===== src/rtl/act_lut_pkg.sv =====
// Shared constants and interpolation math for the activation LUT unit.
// ACT_LUT_ROUND_EN selects round-half-up interpolation instead of floor.
package act_lut_pkg;

  localparam int DEF_DATA_W = 8;
  localparam int DEF_ADDR_W = 4;

  function automatic int lut_depth(input int addr_w);
    return (1 << addr_w) + 1;
  endfunction

  function automatic int interp_prod(input int base, input int nxt, input int r);
    return (nxt - base) * r;
  endfunction

  function automatic int interp_out(input int base, input int prod, input int frac_w);
    int delta;
`ifdef ACT_LUT_ROUND_EN
    delta = (prod + (1 << (frac_w - 1))) >>> frac_w;
`else
    delta = prod >>> frac_w;
`endif
    return base + delta;
  endfunction

  function automatic int interp(input int base, input int nxt, input int r, input int frac_w);
    return interp_out(base, interp_prod(base, nxt, r), frac_w);
  endfunction

endpackage


===== src/rtl/act_lut_table.sv =====
// Breakpoint register file: one write port, two combinational reads (idx, idx+1).
module act_lut_table
  import act_lut_pkg::*;
#(
  parameter int DATA_W = DEF_DATA_W,
  parameter int ADDR_W = DEF_ADDR_W
) (
  input  logic              clk,
  input  logic              rst,
  input  logic              wr_en,
  input  logic [ADDR_W:0]   wr_addr,
  input  logic [DATA_W-1:0] wr_data,
  input  logic [ADDR_W-1:0] rd_idx,
  output logic [DATA_W-1:0] rd_base,
  output logic [DATA_W-1:0] rd_next
);

  localparam int DEPTH = lut_depth(ADDR_W);
  localparam logic [ADDR_W:0] TOP_ADDR = (ADDR_W+1)'(DEPTH - 1);

  logic [DATA_W-1:0] mem [DEPTH];
  logic [ADDR_W:0]   idx0, idx1;

  assign idx0    = {1'b0, rd_idx};
  assign idx1    = idx0 + (ADDR_W+1)'(1);
  assign rd_base = mem[idx0];
  assign rd_next = mem[idx1];

  // Addresses beyond the top entry are dropped rather than aliased.
  always_ff @(posedge clk or posedge rst) begin
    if (rst) begin
      for (int i = 0; i < DEPTH; i++) mem[i] <= '0;
    end else if (wr_en && wr_addr <= TOP_ADDR) begin
      mem[wr_addr] <= wr_data;
    end
  end

endmodule


===== src/rtl/act_lut_interp_pipe.sv =====
// 3-stage LUT + linear-interpolation activation unit with valid/ready flow control.
// Build option: define ACT_LUT_ROUND_EN for round-half-up interpolation (default floor).
module act_lut_interp_pipe
  import act_lut_pkg::*;
#(
  parameter int  DATA_W = DEF_DATA_W,
  parameter int  ADDR_W = DEF_ADDR_W,
  localparam int FRAC_W = DATA_W - ADDR_W
) (
  input  logic              clk,
  input  logic              rst,
  input  logic              in_valid,
  output logic              in_ready,
  input  logic [DATA_W-1:0] in_z,
  output logic              out_valid,
  input  logic              out_ready,
  output logic [DATA_W-1:0] out_a,
  input  logic              wr_en,
  input  logic [ADDR_W:0]   wr_addr,
  input  logic [DATA_W-1:0] wr_data
);

  localparam int STAGES = 3;
  localparam int PROD_W = DATA_W + FRAC_W + 2;

  logic [STAGES:1]            vld_pipe;
  logic                       adv;
  logic [DATA_W-1:0]          rd_base, rd_next;
  logic signed [DATA_W-1:0]   s1_base, s1_next, s2_base;
  logic [FRAC_W-1:0]          s1_r;
  logic signed [PROD_W-1:0]   s2_prod, prod_c;
  logic [DATA_W-1:0]          out_q, out_c;

  act_lut_table #(.DATA_W(DATA_W), .ADDR_W(ADDR_W)) u_table (
    .clk     (clk),
    .rst     (rst),
    .wr_en   (wr_en),
    .wr_addr (wr_addr),
    .wr_data (wr_data),
    .rd_idx  (in_z[DATA_W-1:FRAC_W]),
    .rd_base (rd_base),
    .rd_next (rd_next)
  );

  // Whole pipe moves as one; a stalled output freezes every stage.
  assign adv       = !vld_pipe[STAGES] || out_ready;
  assign in_ready  = adv;
  assign out_valid = vld_pipe[STAGES];
  assign out_a     = out_q;

  always_comb begin
    prod_c = PROD_W'(interp_prod(int'(s1_base), int'(s1_next), int'(s1_r)));
    out_c  = DATA_W'(interp_out(int'(s2_base), int'(s2_prod), FRAC_W));
  end

  always_ff @(posedge clk or posedge rst) begin
    if (rst) begin
      vld_pipe <= '0;
      s1_base  <= '0;
      s1_next  <= '0;
      s1_r     <= '0;
      s2_base  <= '0;
      s2_prod  <= '0;
      out_q    <= '0;
    end else if (adv) begin
      vld_pipe <= {vld_pipe[STAGES-1:1], in_valid};
      if (in_valid) begin
        s1_base <= rd_base;
        s1_next <= rd_next;
        s1_r    <= in_z[FRAC_W-1:0];
      end
      if (vld_pipe[1]) begin
        s2_base <= s1_base;
        s2_prod <= prod_c;
      end
      if (vld_pipe[2]) out_q <= out_c;
    end
  end

endmodule

===== config.mk =====
export PLATFORM = sky130hd
export DESIGN_NAME = act_lut_interp_pipe
export DESIGN_NICKNAME = d
export VERILOG_FILES = /design/src/rtl/act_lut_pkg.sv /design/src/rtl/act_lut_table.sv /design/src/rtl/act_lut_interp_pipe.sv
export SDC_FILE = /design/constraint.sdc
export NUM_CORES = 1
export LEC_CHECK = 0
export ABC_AREA = 1
export CORE_ASPECT_RATIO = 1.1
export CORE_MARGIN = 5
export CORE_UTILIZATION = 50
export CTS_CLUSTER_DIAMETER = 80
export DETAILED_ROUTE_END_ITERATION = 16
export DONT_BUFFER_PORTS = 1
export PLACE_DENSITY = 0.68
export SLEW_MARGIN = 20
export SYNTH_ARGS = -nofsm -noshare
export SYNTH_HDL_FRONTEND = slang
export SYNTH_SLANG_ARGS = --single-unit
export TNS_END_PERCENT = 100

===== constraint.sdc =====
create_clock -name clk -period 8.65 [get_ports clk]
set_input_delay 1.73 -clock clk [delete_from_list [all_inputs] [get_ports clk]]
set_output_delay 1.73 -clock clk [all_outputs]
set_load 0.005 [all_outputs]

==> impl_metrics.toml, run 1 <==
[finish]
fin_nets = 1478
stdcell_area_um2 = 11800
layout_commonest_cell = "nand2_1"
layout_common_cells = "nand2_1, o21ai_0, dfrtp_1, nor2_1, inv_1"
fill_cells = 2121
diodes = 0
synthToLayoutAreaGrowth_pct = 5.57
final_layout_size_suffix_gt1_share_pct = 5.10

[synth]
ys_warn_count = 0
synth_seq_cells = 183
synth_edf_count = 0
ys_async_sr_fraction_pct = 100
synth_top_area_cell = "dfrtp_1"
synth-seq-area-share_pct = 41.1
synth_top_area_share_pct = 41.1
postSynthCellCount = 1458
synth.distinct_cells = 46
synthTopCellsByArea = "dfrtp_1, o21ai_0, nand2_1, nor2_1, inv_1"
synthesis.area_um2 = 11100
synth_ff_type = "dfrtp_1"
syn_nets = 1536
avgSynthCellArea_um2 = 7.65

[global_routing]
met1_usage_pct = 30.4
grt_pass1_vias = 9426
grt_util_met2_pct = 43.0
grt_usage_pct = 24.4
grt_first_pass_wirelength_mm = 49.6
busiest_layer = "met2"
grt_max_degree = 158
antenna_found_initial = 0
grt_overflow = 0
met3_usage_pct = 4.02

[critical_path]
crit_family = "adder cells"
crit_fanout = 4
worstPathCellList = "inv_1 > ha_1 > a21oi_1 > and2_1 > inv_1 > a21oi_1 > o21ai_1 > xnor2_1 > nor2_1 > ha_1 > fa_1 > inv_1 > fa_1 > inv_1 > ha_1 > inv_1 > o21ai_0 > a221oi_1 > nand3_1 > nand3_1 > nand2_1"
worstSetupPathType = "reg -> reg"
slowest_stage = "fa_1"
crit_top_cell = "inv_1"
worst-path-buf-inv = 5
slowest_delay_ps = 540
start_kind = "register"
worstPathArrival_ps = 4760
worstSetupEndpointType = "register"
cp.required_ps = 8980

[place]
hpwl_mm = 20.7
placed_area_um2 = 11200
place_congestion = 0.868
port_buffers = 0

[drt]
ant_nets = 0
vias_per_cell = 5.65
routedWlPerCell_um = 18.1
post-route-drc-count = 0
finalWirelength_mm = 31.0
first_pass_iters = 5
dr.first_iter.drc_count = 758
vias = 9642

[worst_hold_path]
hp-class = "reg -> reg"

[pwr]
cellLeakagePower_uw = 0.00542
ir_drop_mv = 0.217
cellPowerDensity_nw_per_um2 = 320

[timing]
slew_viol_final = 0
worst_slew_pin_slew_ps = 1070
setup_viol = 0
rsz0062_at_grt = "false"
tns_ps = 0
slew_headroom_pct = 28.1
max_freq_ghz = 0.226
period_needed_ps = 4430
final-hold-violation-count = 0
skew_ps = 16.5
min_period_over_period_pct = 51.2

[clock_tree]
tritoncts = "built"
post_cts_resized = 0
cts-root-buf = "clkbuf_16"
hold_buffers = 0
clock-sinks = 183
clockBufferDepth = 2
cts_buffers = 17
htreeDepth = 4
clk_pin_slew_ps = 70
post_cts_buffers = 0
clock_latency_ps = 450

[die]
die_w_um = 152
core_um2 = 22000
die_h_um = 167
rows = 57
die_area_um2 = 25400
start_util_pct = 50.6
io_pins = 36

[flow_run]
maxCapViolCount = 0

[outcome]
outcome = "complete, no violations"
==> Yosys cell counts, types with 9 or more instances <==
library cell  instances
o211ai_1             38
buf_2                24
nand2_1             283
nor2_1              170
o22ai_1              23
o21ai_0             230
ha_1                 35
nand3_1              64
a31oi_1              10
o311ai_0              9
dfrtp_1             183
inv_1               157
clkbuf_1             38
a21oi_1              78
fa_1                 17
buf_4                11
==> worst paths after layout <==
check                      depth (start not counted)        start              end  slack, ps
setup / recovery                                  21   s1_base[2]      s2_prod[10]       4220
hold / removal                                     2  vld_pipe[2]      vld_pipe[3]        480
setup reg to reg                                  21   s1_base[2]      s2_prod[10]       4220
hold reg to reg                                    2  vld_pipe[2]      vld_pipe[3]        480
max in group asynchronous                          2          rst  u_table.mem[14]       5990
min in group asynchronous                          1          rst         out_a[3]       1280
==> registers in the layout, summed over array words and instances, names as in the netlist <==
name and count:
s2_base 8, out_a 8, s1_next 8, s2_prod 8, vld_pipe 3, s1_base 8, s1_r 4, u_table.mem 136
==> report_power, final <==
group / switching [µW] / internal [µW] / total (µW)
sequential: 133 / 1060 / 1190
clock: 375 / 438 / 813
combinational: 1120 / 644 / 1760
total: 1630 / 2140 / 3770
==> cells by family after synthesis <==
family / share of synthesized area (%)
simple gates: 20.6
buf+inv: 9.12
flops: 41.1
xor+xnor: 1.08
fa+ha+maj: 6.98
compound gates: 21.1
==> cell type report <==
type | instances | area [µm²] | area share [%]
multi-input combinational | 1031 | 5560 | 47.2
sequential | 183 | 4580 | 38.9
inverter | 163 | 619 | 5.26
clock buffer | 17 | 425 | 3.61
tap | 295 | 369 | 3.14
clock inverter | 14 | 189 | 1.61
timing repair buffer | 4 | 30.0 | 0.255
==> tightest hold or removal path, delay by kind of cell, from the launching register on <==
| kind | cells | cell delay (ps) |
|---|---|---|
| buffers and inverters | 1 | 60 |
| flip-flops | 1 | 320 |
| AND/OR/NAND/NOR | 1 | 60 |
==> layer usage <==
| layer | vias up | part of all wire (%) |
|---|---|---|
| met5 | - | 0 |
| met4 | 0 | 3.3 |
| met3 | 71 | 6.0 |
| met2 | 306 | 50 |
| met1 | 4548 | 40 |
| li1 | 4717 | - |
==> per-stage QoR <==
step                      util, %  power (µW)  hold slack (ps)  setup WS [ps]  std cells
after floorplan                 -        2560              432           1950       1458
after global placement       50.6        2910              454           4330       1676
after detailed placement     50.6        2960              459           4280       1676
after CTS                    53.4        3780              479           4250       1707
after global routing         53.4        4110              501           3950       1707
final                        53.4        3770              481           4220       1707
(Power assumes the default switching activity.)
==> run 2: changes to the inputs <==
PLACE_DENSITY = 0.71   (was 0.68)
clock period = 3.8 ns   (was 8.65 ns; I/O delays follow)
==> impl_metrics.toml, run 2 (synthesis gave the netlist of run 1 again) <==
[clock_tree]
clock_latency_ps = 440
clock-sinks = 183
clockBufferDepth = 2
cts-root-buf = "clkbuf_16"
clk_pin_slew_ps = 70
tritoncts = "built"
htreeDepth = 4
cts_buffers = 17

[global_routing]
grt_pass1_vias = 9460
antenna_found_initial = 0
grt_usage_pct = 24.0
grt_first_pass_wirelength_mm = 49.6
grt_overflow = 0
grt_max_degree = 158

[finish]
synthToLayoutAreaGrowth_pct = 13.7
largest_reg_flops = 136
diodes = 0
layout_commonest_cell = "nand2_1"
fin_nets = 1551
largest-register = "u_table.mem"
final_layout_size_suffix_gt1_share_pct = 14.0
layout_common_cells = "nand2_1, o21ai_0, dfrtp_1, nor2_1, inv_1"

[pwr]
netSwitchingFraction_pct = 42.1
ir_drop_mv = 0.672
pwr-share-clk_pct = 15.9
power_frac_comb_pct = 59.4
power_frac_seq_pct = 24.7
p_sw_uw = 4640
cellLeakagePower_uw = 0.00582
cellPowerDensity_nw_per_um2 = 871
p_int_uw = 6390

[die]
rows = 57
start_util_pct = 50.6
die_area_um2 = 25400
core_um2 = 22000
die_h_um = 167
die_w_um = 152
io_pins = 36

[critical_path]
worstSetupEndpointType = "register"
r2r_cells = 25
cp.required_ps = 4130
slowest_stage = "fa_1"
r2r_setup_slack_ps = -260
slowest_delay_ps = 500
worstPathArrival_ps = 4380
crit_top_cell = "inv_2"
crit_family = "adder cells"
crit_fanout = 4
worst-path-buf-inv = 7
start_kind = "register"
worstSetupPathType = "reg -> reg"
r2r-end = "s2_prod[11]"
r2r-start = "s1_next[0]"

[drt]
first_pass_iters = 5
ant_nets = 0
routedWlPerCell_um = 17.2
dr.first_iter.drc_count = 897
vias = 10017
finalWirelength_mm = 30.6
post-route-drc-count = 0
vias_per_cell = 5.62

[place]
place_ws_ps = -344
place_congestion = 0.875
hpwl_mm = 20.4
port_buffers = 0

[outcome]
outcome = "finished with violations"
violations = "setup timing"

[timing]
setup_ws_ps = -255
max_freq_ghz = 0.247
min_period_over_period_pct = 107
slew_headroom_pct = 42.7
rsz0062_at_grt = "true"
skew_ps = 13.1
period_needed_ps = 4060
final-hold-violation-count = 0
setup_viol = 5
worst_slew_pin_slew_ps = 856
fin_hold_ws_ps = 222
slew_viol_final = 0

[worst_hold_path]
hp-class = "in -> async"

[flow_run]
maxCapViolCount = 0
==> run 2: changes by cell type in the layout (fill, tap and decap cells not counted), sizes merged <==
| cell | delta |
|---|---|
| buf | +73 |
| bufinv | -2 |
| clkbuf | +1 |
| clkinv | -2 |
| inv | +4 |
==> run 2: power by group through the flow <==
stage               registers [µW]  logic (µW)  clock network, µW
finish                        2730        6560               1750
global placement              2740        4970                  0
floorplan                     2660        3450                  0
CTS                           2720        6140               1780
global route                  2780        7260               1860
detailed placement            2750        5100                  0
==> run 2: layout make-up <==
class / instances / area [µm²]
repair buffers: 77 / 634
multi-input cells: 1031 / 5890
clock buffers: 18 / 429
inverters: 163 / 623
fillers: 2007 / 9360
clock inverters: 14 / 150
flip-flops and latches: 183 / 4580
well taps: 295 / 369
==> run 2: worst max-delay path by stage <==
stage	from	to	cells past startpoint
final	s1_next[0]	s2_prod[11]	25
after global routing	s1_next[0]	s2_prod[11]	25
after CTS	s1_next[0]	s2_prod[11]	25
after detailed placement	s1_base[0]	s2_prod[11]	23
after global placement	s1_next[0]	s2_prod[11]	25
after floorplan	s1_next[0]	s2_prod[11]	25
==> run 2: repair_timing <==
item	in CTS	in global routing
buffers inserted	15	1
pin swaps	54	27
hold buffers	0	0
setup endpoints to repair	8	7
resized for setup	50	24
cloned	0	0
==> run 2: per-layer routing <==
| metal | part of all wire (%) | wire, µm | vias up | track usage, % |
|---|---|---|---|---|
| met3 | 5.1 | 1570 | 42 | 3.48 |
| li1 | - | - | 4863 | - |
| met1 | 44 | 13300 | 4848 | 32.1 |
| met5 | 0 | 0 | - | 0 |
| met4 | 1.9 | 578 | 0 | 6.57 |
| met2 | 49 | 15100 | 264 | 41.0 |
==> run 2: through the flow <==
step,cell area (µm²),total power (µW),TNS [ps],std cells,util [%]
final,12700,11000,-824,1781,57.5
after global routing,12700,11900,-1970,1781,57.5
after CTS,12600,10600,-775,1780,57.1
after detailed placement,11700,7850,-1640,1734,53.1
after global placement,11700,7710,-1130,1734,53.1
after floorplan,11200,6110,-67.5,1458,-
